<file path="src/rtl/calc_pkg.sv">
// Shared definitions for the calculator sequencing controller.
// Holds the key code map, FSM state encodings, operator encoding and
// default operand/result sizing. No ports; imported by calc_ctrl and
// calc_mul_seq.
package calc_pkg;

  localparam int DEF_MAX_DIGITS = 4;
  localparam int DEF_OPB_W      = 14;
  localparam int DEF_RES_W      = 28;
  localparam int DEF_RES_MAX    = 99_999_999;

  localparam logic [3:0] KEY_ADD = 4'hA;
  localparam logic [3:0] KEY_SUB = 4'hB;
  localparam logic [3:0] KEY_MUL = 4'hC;
  localparam logic [3:0] KEY_EQ  = 4'hD;
  localparam logic [3:0] KEY_CLR = 4'hE;
  localparam logic [3:0] KEY_BSP = 4'hF;

  localparam logic [2:0] ST_ENTER_A = 3'd0;
  localparam logic [2:0] ST_ENTER_B = 3'd1;
  localparam logic [2:0] ST_CALC    = 3'd2;
  localparam logic [2:0] ST_CHECK   = 3'd3;
  localparam logic [2:0] ST_SHOW    = 3'd4;
  localparam logic [2:0] ST_ERR     = 3'd5;

  typedef enum logic [1:0] {
    OP_NONE = 2'd0,
    OP_ADD  = 2'd1,
    OP_SUB  = 2'd2,
    OP_MUL  = 2'd3
  } op_e;

  function automatic op_e key_to_op(input logic [3:0] key);
    op_e op;
    case (key)
      KEY_ADD: op = OP_ADD;
      KEY_SUB: op = OP_SUB;
      KEY_MUL: op = OP_MUL;
      default: op = OP_NONE;
    endcase
    return op;
  endfunction

endpackage

</file>
<file path="src/rtl/calc_mul_seq.sv">
// Sequential unsigned shift-add multiplier.
// Ports:
//   clk, rst_n  system clock, async active-low reset
//   i_start     load operands and begin; ignored while running
//   i_abort     synchronous abort, returns to idle
//   i_a, i_b    unsigned multiplicand / multiplier
//   o_done      high during the final iteration; o_prod is final next cycle
//   o_prod      product accumulator
// One multiplier bit is consumed per cycle, LSB first, B_W cycles total.
module calc_mul_seq
  import calc_pkg::*;
#(
  parameter int A_W = DEF_RES_W,
  parameter int B_W = DEF_OPB_W
) (
  input  logic               clk,
  input  logic               rst_n,
  input  logic               i_start,
  input  logic               i_abort,
  input  logic [A_W-1:0]     i_a,
  input  logic [B_W-1:0]     i_b,
  output logic               o_done,
  output logic [A_W+B_W-1:0] o_prod
);

  localparam int P_W   = A_W + B_W;
  localparam int CNT_W = $clog2(B_W);

  logic             r_run;
  logic [CNT_W-1:0] r_cnt;
  logic [P_W-1:0]   r_mcand;
  logic [B_W-1:0]   r_mplier;
  logic [P_W-1:0]   r_acc;
  logic             w_last;

  assign w_last = (r_cnt == CNT_W'(B_W - 1));
  assign o_done = r_run & w_last;
  assign o_prod = r_acc;

  always_ff @(posedge clk or negedge rst_n) begin
    if (!rst_n) begin
      r_run    <= 1'b0;
      r_cnt    <= '0;
      r_mcand  <= '0;
      r_mplier <= '0;
      r_acc    <= '0;
    end else if (i_abort) begin
      r_run <= 1'b0;
      r_cnt <= '0;
    end else if (!r_run) begin
      if (i_start) begin
        r_run    <= 1'b1;
        r_cnt    <= '0;
        r_mcand  <= {{B_W{1'b0}}, i_a};
        r_mplier <= i_b;
        r_acc    <= '0;
      end
    end else begin
      if (r_mplier[0]) r_acc <= r_acc + r_mcand;
      r_mcand  <= {r_mcand[P_W-2:0], 1'b0};
      r_mplier <= {1'b0, r_mplier[B_W-1:1]};
      r_cnt    <= r_cnt + CNT_W'(1);
      if (w_last) r_run <= 1'b0;
    end
  end

endmodule

</file>
<file path="src/rtl/calc_ctrl.sv">
// Calculator sequencing controller: operand entry, operator latch,
// add/sub, sequential multiply, range check and result hold.
// Ports:
//   clk, rst_n  system clock, async active-low reset
//   key_valid   one-cycle strobe qualifying key_code
//   key_code    0-9 digit, A + , B - , C * , D = , E clear, F backspace
//   disp_val    signed value for the digit display
//   busy        arithmetic in progress (CALC/CHECK)
//   err         sticky out-of-range flag, cleared by clear key
//   op_pending  latched operator (0 none, 1 add, 2 sub, 3 mul)
//
// state    | meaning
// ENTER_A  | collecting first operand digits
// ENTER_B  | operator latched, collecting second operand digits
// CALC     | add/sub for one cycle, or waiting on the multiplier
// CHECK    | range check of the full-width result
// SHOW     | result held on display, A = result
// ERR      | result out of range, only clear is accepted
module calc_ctrl
  import calc_pkg::*;
#(
  parameter int MAX_DIGITS = DEF_MAX_DIGITS,
  parameter int OPB_W      = DEF_OPB_W,
  parameter int RES_W      = DEF_RES_W,
  parameter int RES_MAX    = DEF_RES_MAX
) (
  input  logic                    clk,
  input  logic                    rst_n,
  input  logic                    key_valid,
  input  logic [3:0]              key_code,
  output logic signed [RES_W-1:0] disp_val,
  output logic                    busy,
  output logic                    err,
  output logic [1:0]              op_pending
);

  localparam int ACC_W = RES_W + OPB_W;
  localparam int CNT_W = $clog2(MAX_DIGITS + 1);
  localparam logic [ACC_W-1:0] LP_RES_MAX = ACC_W'(RES_MAX);

  logic [2:0]       r_state;
  logic [OPB_W-1:0] r_entry;
  logic [CNT_W-1:0] r_cnt;
  logic [RES_W-1:0] r_a;
  logic [OPB_W-1:0] r_b;
  op_e              r_op;
  logic             r_chain;
  op_e              r_chain_op;
  logic [ACC_W-1:0] r_acc;
  logic [RES_W-1:0] r_disp;
  logic             r_err;

  logic             w_is_digit, w_is_op, w_is_eq, w_is_clr, w_is_bsp;
  op_e              w_key_op;
  logic             w_clr;
  logic             w_calc_go;
  logic             w_mul_start;
  logic             w_mul_done;
  logic [ACC_W-1:0] w_prod;
  logic [RES_W-1:0] w_a_mag;
  logic [OPB_W-1:0] w_b_opnd;
  logic [OPB_W-1:0] w_entry_dig;
  logic [OPB_W-1:0] w_entry_bsp;
  logic [ACC_W-1:0] w_a_ext, w_b_ext;
  logic [ACC_W-1:0] w_mag;
  logic             w_neg;
  logic             w_ovf;
  logic [RES_W-1:0] w_res;

  assign w_is_digit = (key_code <= 4'd9);
  assign w_is_op    = (key_code == KEY_ADD) || (key_code == KEY_SUB) || (key_code == KEY_MUL);
  assign w_is_eq    = (key_code == KEY_EQ);
  assign w_is_clr   = (key_code == KEY_CLR);
  assign w_is_bsp   = (key_code == KEY_BSP);
  assign w_key_op   = key_to_op(key_code);
  assign w_clr      = key_valid && w_is_clr;

  // A chained operator in ENTER_B with digits behaves as '=' first.
  assign w_calc_go = key_valid &&
                     (((r_state == ST_ENTER_B) && (w_is_eq || (w_is_op && (r_cnt != '0)))) ||
                      ((r_state == ST_SHOW) && w_is_eq));
  assign w_mul_start = w_calc_go && (r_op == OP_MUL);

  // In SHOW, '=' repeats with the last B; otherwise B is the fresh entry.
  assign w_b_opnd = (r_state == ST_SHOW) ? r_b : r_entry;
  assign w_a_mag  = r_a[RES_W-1] ? (-r_a) : r_a;

  assign w_entry_dig = (r_entry * OPB_W'(10)) + OPB_W'(key_code);
  assign w_entry_bsp = r_entry / OPB_W'(10);

  assign w_a_ext = {{OPB_W{r_a[RES_W-1]}}, r_a};
  assign w_b_ext = {{RES_W{1'b0}}, r_b};

  calc_mul_seq #(
    .A_W (RES_W),
    .B_W (OPB_W)
  ) u_mul (
    .clk     (clk),
    .rst_n   (rst_n),
    .i_start (w_mul_start),
    .i_abort (w_clr),
    .i_a     (w_a_mag),
    .i_b     (w_b_opnd),
    .o_done  (w_mul_done),
    .o_prod  (w_prod)
  );

  // Multiply runs on |A|; the sign of A is reapplied after the range check.
  always_comb begin
    w_neg = 1'b0;
    w_mag = '0;
    if (r_op == OP_MUL) begin
      w_neg = r_a[RES_W-1];
      w_mag = w_prod;
    end else begin
      w_neg = r_acc[ACC_W-1];
      w_mag = w_neg ? (-r_acc) : r_acc;
    end
  end

  assign w_ovf = (w_mag > LP_RES_MAX);
  assign w_res = w_neg ? (-w_mag[RES_W-1:0]) : w_mag[RES_W-1:0];

  always_ff @(posedge clk or negedge rst_n) begin
    if (!rst_n) begin
      r_state    <= ST_ENTER_A;
      r_entry    <= '0;
      r_cnt      <= '0;
      r_a        <= '0;
      r_b        <= '0;
      r_op       <= OP_NONE;
      r_chain    <= 1'b0;
      r_chain_op <= OP_NONE;
      r_acc      <= '0;
      r_disp     <= '0;
      r_err      <= 1'b0;
    end else if (w_clr) begin
      r_state    <= ST_ENTER_A;
      r_entry    <= '0;
      r_cnt      <= '0;
      r_a        <= '0;
      r_b        <= '0;
      r_op       <= OP_NONE;
      r_chain    <= 1'b0;
      r_chain_op <= OP_NONE;
      r_acc      <= '0;
      r_disp     <= '0;
      r_err      <= 1'b0;
    end else begin
      case (r_state)
        ST_ENTER_A, ST_ENTER_B: begin
          if (key_valid) begin
            if (w_is_digit) begin
              if (r_cnt != CNT_W'(MAX_DIGITS)) begin
                r_entry <= w_entry_dig;
                r_disp  <= RES_W'(w_entry_dig);
                // leading zeros do not consume a digit position
                if ((r_entry != '0) || (key_code != 4'd0)) r_cnt <= r_cnt + CNT_W'(1);
              end
            end else if (w_is_bsp) begin
              r_entry <= w_entry_bsp;
              r_disp  <= RES_W'(w_entry_bsp);
              if (r_cnt != '0) r_cnt <= r_cnt - CNT_W'(1);
            end else if (w_is_op) begin
              if (r_state == ST_ENTER_A) begin
                r_a     <= RES_W'(r_entry);
                r_disp  <= RES_W'(r_entry);
                r_op    <= w_key_op;
                r_entry <= '0;
                r_cnt   <= '0;
                r_state <= ST_ENTER_B;
              end else if (r_cnt == '0) begin
                r_op <= w_key_op;
              end else begin
                r_b        <= r_entry;
                r_chain    <= 1'b1;
                r_chain_op <= w_key_op;
                r_entry    <= '0;
                r_cnt      <= '0;
                r_state    <= ST_CALC;
              end
            end else if (w_is_eq && (r_state == ST_ENTER_B)) begin
              r_b     <= r_entry;
              r_chain <= 1'b0;
              r_entry <= '0;
              r_cnt   <= '0;
              r_state <= ST_CALC;
            end
          end
        end
        ST_SHOW: begin
          if (key_valid) begin
            if (w_is_digit) begin
              r_entry <= OPB_W'(key_code);
              r_cnt   <= (key_code != 4'd0) ? CNT_W'(1) : '0;
              r_disp  <= RES_W'(key_code);
              r_op    <= OP_NONE;
              r_state <= ST_ENTER_A;
            end else if (w_is_op) begin
              r_op    <= w_key_op;
              r_state <= ST_ENTER_B;
            end else if (w_is_eq) begin
              r_chain <= 1'b0;
              r_state <= ST_CALC;
            end
          end
        end
        ST_CALC: begin
          if (r_op == OP_MUL) begin
            if (w_mul_done) r_state <= ST_CHECK;
          end else begin
            r_acc   <= (r_op == OP_SUB) ? (w_a_ext - w_b_ext) : (w_a_ext + w_b_ext);
            r_state <= ST_CHECK;
          end
        end
        ST_CHECK: begin
          if (w_ovf) begin
            r_err   <= 1'b1;
            r_disp  <= '0;
            r_state <= ST_ERR;
          end else begin
            r_disp <= w_res;
            r_a    <= w_res;
            if (r_chain) begin
              r_op    <= r_chain_op;
              r_chain <= 1'b0;
              r_state <= ST_ENTER_B;
            end else begin
              r_state <= ST_SHOW;
            end
          end
        end
        ST_ERR: begin
        end
        default: r_state <= ST_ENTER_A;
      endcase
    end
  end

  assign disp_val   = r_disp;
  assign busy       = (r_state == ST_CALC) || (r_state == ST_CHECK);
  assign err        = r_err;
  assign op_pending = r_op;

endmodule

</file>
<file path="config.mk">
export PLATFORM = sky130hd
export DESIGN_NAME = calc_ctrl
export DESIGN_NICKNAME = d
export VERILOG_FILES = /design/src/rtl/calc_pkg.sv /design/src/rtl/calc_mul_seq.sv /design/src/rtl/calc_ctrl.sv
export SDC_FILE = /design/constraint.sdc
export NUM_CORES = 1
export LEC_CHECK = 0
export ABC_AREA = 1
export BUFFER_PORTS_ARGS = -buffer_cell sky130_fd_sc_hd__buf_2
export CORE_ASPECT_RATIO = 0.8
export CORE_MARGIN = 4
export CORE_UTILIZATION = 50
export DETAILED_ROUTE_END_ITERATION = 6
export PLACE_DENSITY = 0.66
export SLEW_MARGIN = 20
export SYNTH_ARGS = -nofsm -noshare
export SYNTH_HDL_FRONTEND = slang
export SYNTH_SLANG_ARGS = --single-unit
</file>
<file path="constraint.sdc">
create_clock -name clk -period 11.7 [get_ports clk]
set_input_delay 3.51 -clock clk [delete_from_list [all_inputs] [get_ports clk]]
set_output_delay 3.51 -clock clk [all_outputs]
set_load 0.01 [all_outputs]
</file>
Word-level counts from Yosys, hierarchy flattened
Index checks and enable logic that the tools add are counted.
Cells by class
  add/subtract/negate cells: 10
  multipliers: 1
  div/mod/pow operators: 1
  $lt $le $gt $ge: 2
  equal/unequal tests: 51
  shift-type cells: 0
  mux-type cells: 133
  bitwise logic cells: 2
  reductions and logical operators: 44
Operator list (number)
  two-way mux 28 bit: 17
  two-way mux 42 bit: 11
  two-way mux 14 bit: 23
  two-way mux 3 bit: 29
  one-hot mux 28 bit (3 select lines): 1
  negator 28 bit: 2
  one-hot mux 28 bit (2 select lines): 1
  adder 42 bit: 1
  greater-than comparator 42 x 27 -> 1 bit, second input constant: 1
  inequality test 3 x 2 -> 1 bit, second input constant: 14
  negator 42 bit: 1
  two-way mux 2 bit: 20
  AND reduction 7 bit: 5
  adder 28 x 15 -> 29 bit: 1
  subtractor 28 x 15 -> 29 bit: 1
  == test 4 bit, second input constant: 7
  inequality test 4 x 3 -> 1 bit, second input constant: 7
  one-hot mux 14 bit (2 select lines): 1
  inequality test 5 x 4 -> 1 bit, second input constant: 5
  two-way mux 1 bit: 22
  AND reduction 9 bit: 2
  one-hot mux 3 bit (5 select lines): 1
  nonzero test 3 bit: 5
  adder 14 x 4 -> 14 bit: 1
  other kinds (33): 65
Word-level totals
  register bits after elaboration: 241
  latch bits: 0
  RAM bits: 0
  ROM bits: 0
  input bits: 7
  output and inout port bits: 32
  logic and storage cells: 260
  memories kept: 0

Depth between registers and ports, before layout
  word-level depth: 12
  mapped depth: 47
  depth with buffers taken out: 47

By module
From an unflattened synthesis, not the netlist that was laid out.
Unflattened totals
  cell total of the unflattened synthesis: 2800
  area, all modules: 18909.4 sq um
Modules (own cells, without submodules)
  calc_ctrl: times used 1, cells each 1663, area an instance 11325.9 sq um, sequential area each 3128.0 sq um
  calc_mul_seq: times used 1, cells each 1137, area an instance 7583.5 sq um, sequential area each 2577.5 sq um

Worst setup path before layout
No wires, ideal clock.
  kind: in2reg
  start: input key_code[1]
  end: register u_mul.r_acc[12], in the netlist u_mul.o_prod[12]
  setup time: 0.140 ns
  arrival: 5.792 ns
  required time: 11.560 ns
  slack: 5.767 ns
  cell stages on the path: 16
  path buffers: 2
  cell sequence: clkbuf_1 nor2_1 inv_1 nor2_1 a21oi_1 o21ai_0 nand2_1 inv_1 a211oi_1 nor2_1 a21oi_1 nor2_1 inv_2 a21oi_1 clkbuf_1 o32ai_1
Between the ends
  word-level cells in the longest chain between the ends: 11
  elaborated cells between the ends (all ways): 18
  classes of those cells: eq/ne: 5; bitwise: 1; reduce/logical: 12
RTL lines
  from (decl): line calc_ctrl.sv:30  | input logic [3:0] key_code,
  == test 4 bit: line calc_ctrl.sv:71  | assign w_is_op = (key_code == KEY_ADD) || (key_code == KEY_SUB) || (key_code == KEY_MUL);
  logical OR 1 bit (2 in a row): line calc_ctrl.sv:71
  logical AND 1 bit: line calc_ctrl.sv:80  | (((r_state == ST_ENTER_B) && (w_is_eq || (w_is_op && (r_cnt != '0)))) ||
  logical OR 1 bit: line calc_ctrl.sv:80
  logical AND 1 bit: line calc_ctrl.sv:80
  logical OR 1 bit: line calc_ctrl.sv:80
  logical AND 1 bit: line calc_ctrl.sv:79  | assign w_calc_go = key_valid &&
  logical AND 1 bit: line calc_ctrl.sv:82  | assign w_mul_start = w_calc_go && (r_op == OP_MUL);
  nonzero test 2 bit (no source line)
  AND reduction 3 bit (no source line) *
  to (signal assigned): line calc_mul_seq.sv:59  | if (r_mplier[0]) r_acc <= r_acc + r_mcand;
  to (decl): line calc_mul_seq.sv:33  | logic [P_W-1:0] r_acc;
Every way passes the cells marked *; elsewhere a longest branch is shown, timed or not.
A chain may end at the register's enable or synchronous reset.

Worst setup path in the final report
  start: input key_code[3]
  end: register u_mul.r_acc[25], in the netlist u_mul.o_prod[25]
The elaborated chain is that of the path after synthesis.

==> results.env <==
STATUS='complete, no violations'
YOSYS_REGISTER_BITS=228
BOUNDARYPINS=39
SYNTH-EDFF-COUNT=0
DESIGN.FINAL.NETS=2597
TIMING.FINAL.SETUP_VIOLATIONS=0
TIMING.MAX_CAP.VIOLATIONS=0
POST_CTS_SETUP_DRIVEN_BUFFER_INSERTION_COUNT=0
SYNTHMUXAREASHARE_PCT=0
LAYOUT_UTILIZATION_PCT=55.4
HP-CLASS='flop to flop'
SETUP-TNS-FINAL_NS=0
CLK-INSERTION-DELAY-LATE_NS=0.56
GLOBALPLACE.CONGESTION=0.959
VIA_COUNT_OF_THE_FIRST_GLOBAL_ROUTING_PASS=15700
VIAS=17200
GRT_UTIL_ALL_LAYERS_PCT=29.5
SYNTH_ASYNC_SR_FLOP_SHARE_PCT=100
LAYOUT_MIN_CYCLE_TIME_NS=6.80
SYNTH.LIB_CELLS_USED.DISTINCT=56
MAX-SLEW-MARGIN-REL_PCT=24.7
TIMING.CLOCK.SKEW_NS=0.0107
POST_SYNTH_AND_OR_NAND_NOR_AREA_FRACTION_PCT=23.9
SYNTHESIS.YOSYS.WARNINGS=0
SYNTHESIS.AREA_MM2=0.0172
CHIPWIDTH_UM=216
REQUIRED_TIME_OF_THE_WORST_SETUP_PATH_NS=12.12
SYNTH_TOP_FAMILY_BY_AREA='simple AND/OR/NAND/NOR gates'
CLKSINKCOUNT=228
CRITICAL_PATH.STARTPOINT_TYPE='input pin'
WORSTSETUPPATHTYPE='input pin to flop'
CP-END-KIND='flop'
SYN-INSTANCE-COUNT=2479
NUM_ROWS=60
TIMING.FINAL.HOLD_VIOLATIONS=0
DRT-VIAS-PER-INSTANCE=5.80
H-TREE-DEPTH=1
EFFECTIVE_UTILIZATION_AT_FLOORPLAN_PCT=50.9
SYNTH-ADDER-AREA-SHARE_PCT=7.79
CRIT-REG2REG-LAUNCH='r_acc[2]'
DRTPASS1ITERATIONS=6
ANTENNA_CELLS_INSERTED=0
CTS_TREE='done'
CRIT_FANOUT=64
YOSYS.AREA_SHARE.XOR_XNOR_PCT=3.61
SLEW_VIOL_FINAL=0
ANTENNA_FOUND_INITIAL=2
INST_COUNT_DP=2922
CTS-BUFFERS-INSERTED=26
PORT_BUFFERS=38
SYNTH.AVG_CELL_AREA_UM2=6.96
WIRE_LENGTH_OF_THE_FIRST_GLOBAL_ROUTING_PASS_MM=89.7
CORE_AREA_MM2=0.0339
PART_OF_THE_YOSYS_AREA_USED_FOR_SEQUENTIAL_ELEMENTS_PCT=33.1
WORST-SLEW-PIN-TRANSITION_NS=1.13
SYNTH_COMPOUND_AREA_SHARE_PCT=22.2
SYN_TO_FINAL_GROWTH_PCT=8.68
DIE_H_UM=174
ROUTED_WIRELENGTH_MM=56.8
CRITPATHARRIVALTIME_NS=7.21
DRC_ERRORS=0
CTS-ROOT-TO-SINK-BUFFERS=3
CTS.HOLD.BUFFERS_ADDED=0
FP.DIEAREA_MM2=0.0375
SYNTH_TOP_FLOP_CELL='dfrtp_1'
ANTENNA_VIOLATING_NETS_POST_ROUTE=0
SYN_NETS=2591
POSTCTSRESIZEDCELLS=0
MIN_PERIOD_OVER_PERIOD_PCT=58.1
DETAIL_ROUTE.WL_PER_CELL_UM=19.1
RSZ0062_AT_GRT='false'
CTS.CLK_SLEW.WORST_PATHS_NS=0.06
CLOCK.FMAX_MHz=147
FILLCELLCOUNT=3335
DPL.HPWL_MM=42.7
LARGEST_NET_DEGREE_AT_THE_START_OF_GLOBAL_ROUTING=86
CTS_ROOT_BUFFER='clkbuf_16'
CRIT_PATH_START='key_code[3]'
FINISH.CELL_COUNT_WITHOUT_FILLERS=2967
MIN-DELAY-START='disp_val[27]'
DETAILEDROUTE.FIRSTITERATIONVIOLATIONS=1981
GLOBAL_ROUTE.OVERFLOW_TOTAL=0
DRIVE_ABOVE_1_SHARE_PCT=6.51
==> layout by cell type (no fill, tap or decap), types with 15 or more instances in the layout <==
cell type  synthesis  layout
inv_1            327     327
nor3_1            46      45
nor2_1           234     231
dfrtp_1          228     228
o31ai_1           32      32
nand2_1          528     527
nand2_2           15      16
ha_1             101     101
nand4_1           25      25
o22ai_1           74      74
a21oi_1          179     178
buf_4              0      19
xor2_1            63      63
o211ai_1          33      33
buf_2              8      37
nand3_1           93      93
o21ai_0          253     252
clkbuf_16          0      26
a31oi_1           15      15
==> critical path: stages <==
cell and delay, ns:
buf_2 0.15, inv_1 0.07, nor2_1 0.20, inv_1 0.06, o21ai_0 0.52, nand2_1 0.11
inv_1 0.10, a211oi_1 0.05, nor2_1 0.21, a21oi_1 0.13, nor2_2 0.10, buf_4 0.37
inv_2 0.49, a21oi_4 0.75, buf_16 0.24, o22ai_1 0.08
==> registers in the layout (all words and copies together), names as in the netlist, 4 cells and up <==
signal and cells:
r_acc 29, r_entry 14, r_a 28, r_b 14
u_mul.r_mplier 14, u_mul.r_mcand 42, u_mul.o_prod 42, disp_val 28
u_mul.r_cnt 4
==> worst paths after layout <==
path	endpoint	slack, ns	depth (start not counted)
min in group asynchronous	u_mul.r_mplier[9]	2.93	1
worst min register to register	disp_val[27]	0.48	2
max in group asynchronous	r_acc[22]	7.25	2
worst min-delay path	disp_val[27]	0.48	2
worst max-delay path	u_mul.o_prod[25]	4.90	16
worst max register to register	r_a[16]	5.07	25
==> layer usage <==
| layer | vias up | GRT usage, % | wire length (um) | part of all wire (%) |
|---|---|---|---|---|
| li1 | 8337 | - | - | - |
| met1 | 8113 | 47.4 | 27800 | 49 |
| met2 | 696 | 40.3 | 22100 | 39 |
| met3 | 67 | 7.20 | 5960 | 10 |
| met4 | 2 | 4.78 | 862 | 1.5 |
| met5 | - | 0 | 13 | 0.023 |
==> cell usage after synthesis (2+ instances only) <==
| cell type | instances | area [um2] |
|---|---|---|
| nand2_1 | 528 | 1980 |
| inv_1 | 327 | 1230 |
| o21ai_0 | 253 | 1270 |
| nor2_1 | 234 | 878 |
| dfrtp_1 | 228 | 5710 |
| a21oi_1 | 179 | 896 |
| ha_1 | 101 | 1260 |
| nand3_1 | 93 | 465 |
| o22ai_1 | 74 | 463 |
| clkbuf_1 | 70 | 263 |
| xor2_1 | 63 | 552 |
| nor3_1 | 46 | 230 |
| o211ai_1 | 33 | 248 |
| o31ai_1 | 32 | 240 |
| nand4_1 | 25 | 156 |
| a31oi_1 | 15 | 93.8 |
| nand2_2 | 15 | 93.8 |
| inv_2 | 13 | 48.8 |
| o21a_1 | 12 | 90.1 |
| nor4_1 | 10 | 62.6 |
| or2_2 | 10 | 62.6 |
| o21bai_1 | 9 | 67.6 |
| o32ai_1 | 9 | 78.8 |
| buf_2 | 8 | 40.0 |
| nand3_2 | 8 | 80.1 |
| xnor2_1 | 8 | 70.1 |
| a21o_1 | 7 | 52.6 |
| clkinv_1 | 7 | 26.3 |
| o21ai_1 | 7 | 35.0 |
| a211oi_1 | 6 | 45.0 |
| o2111ai_1 | 5 | 43.8 |
| o221ai_1 | 5 | 43.8 |
| fa_1 | 4 | 80.1 |
| nand2_4 | 4 | 45.0 |
| a21boi_0 | 3 | 22.5 |
| a221oi_1 | 3 | 26.3 |
| a2111oi_0 | 2 | 17.5 |
| and2_1 | 2 | 12.5 |
| buf_1 | 2 | 7.51 |
| nand3b_1 | 2 | 15.0 |
| nor2_2 | 2 | 12.5 |
==> layout make-up <==
cell class              count  area [um2]  area share (%)
repair buffers             58         370            1.98
inverters                 347        1300            6.95
multi-input cells        1824        9960            53.1
clock buffers              37         772            4.12
well taps                 465         582            3.10
flip-flops and latches    228        5710            30.4
clock inverters             8        57.6           0.307
==> cells by family after synthesis <==
group / count (synthesis)
compound gates: 665
xor+xnor: 71
fa+ha+maj: 105
buf+inv: 427
flops: 228
simple gates: 983
==> per-stage QoR <==
stage | hold slack (ns) | instance area [um2] | worst slack, ns
global placement | 0.461 | 17900 | 4.16
global route | 0.493 | 18700 | 4.45
detailed placement | 0.461 | 17900 | 4.35
floorplan | 0.448 | 17200 | 5.77
CTS | 0.483 | 18700 | 4.93
finish | 0.480 | 18700 | 4.90
Power is left out: the tool's default activity adds up to more than one toggle a clock period on the data nets, which glitch-free logic cannot reach.
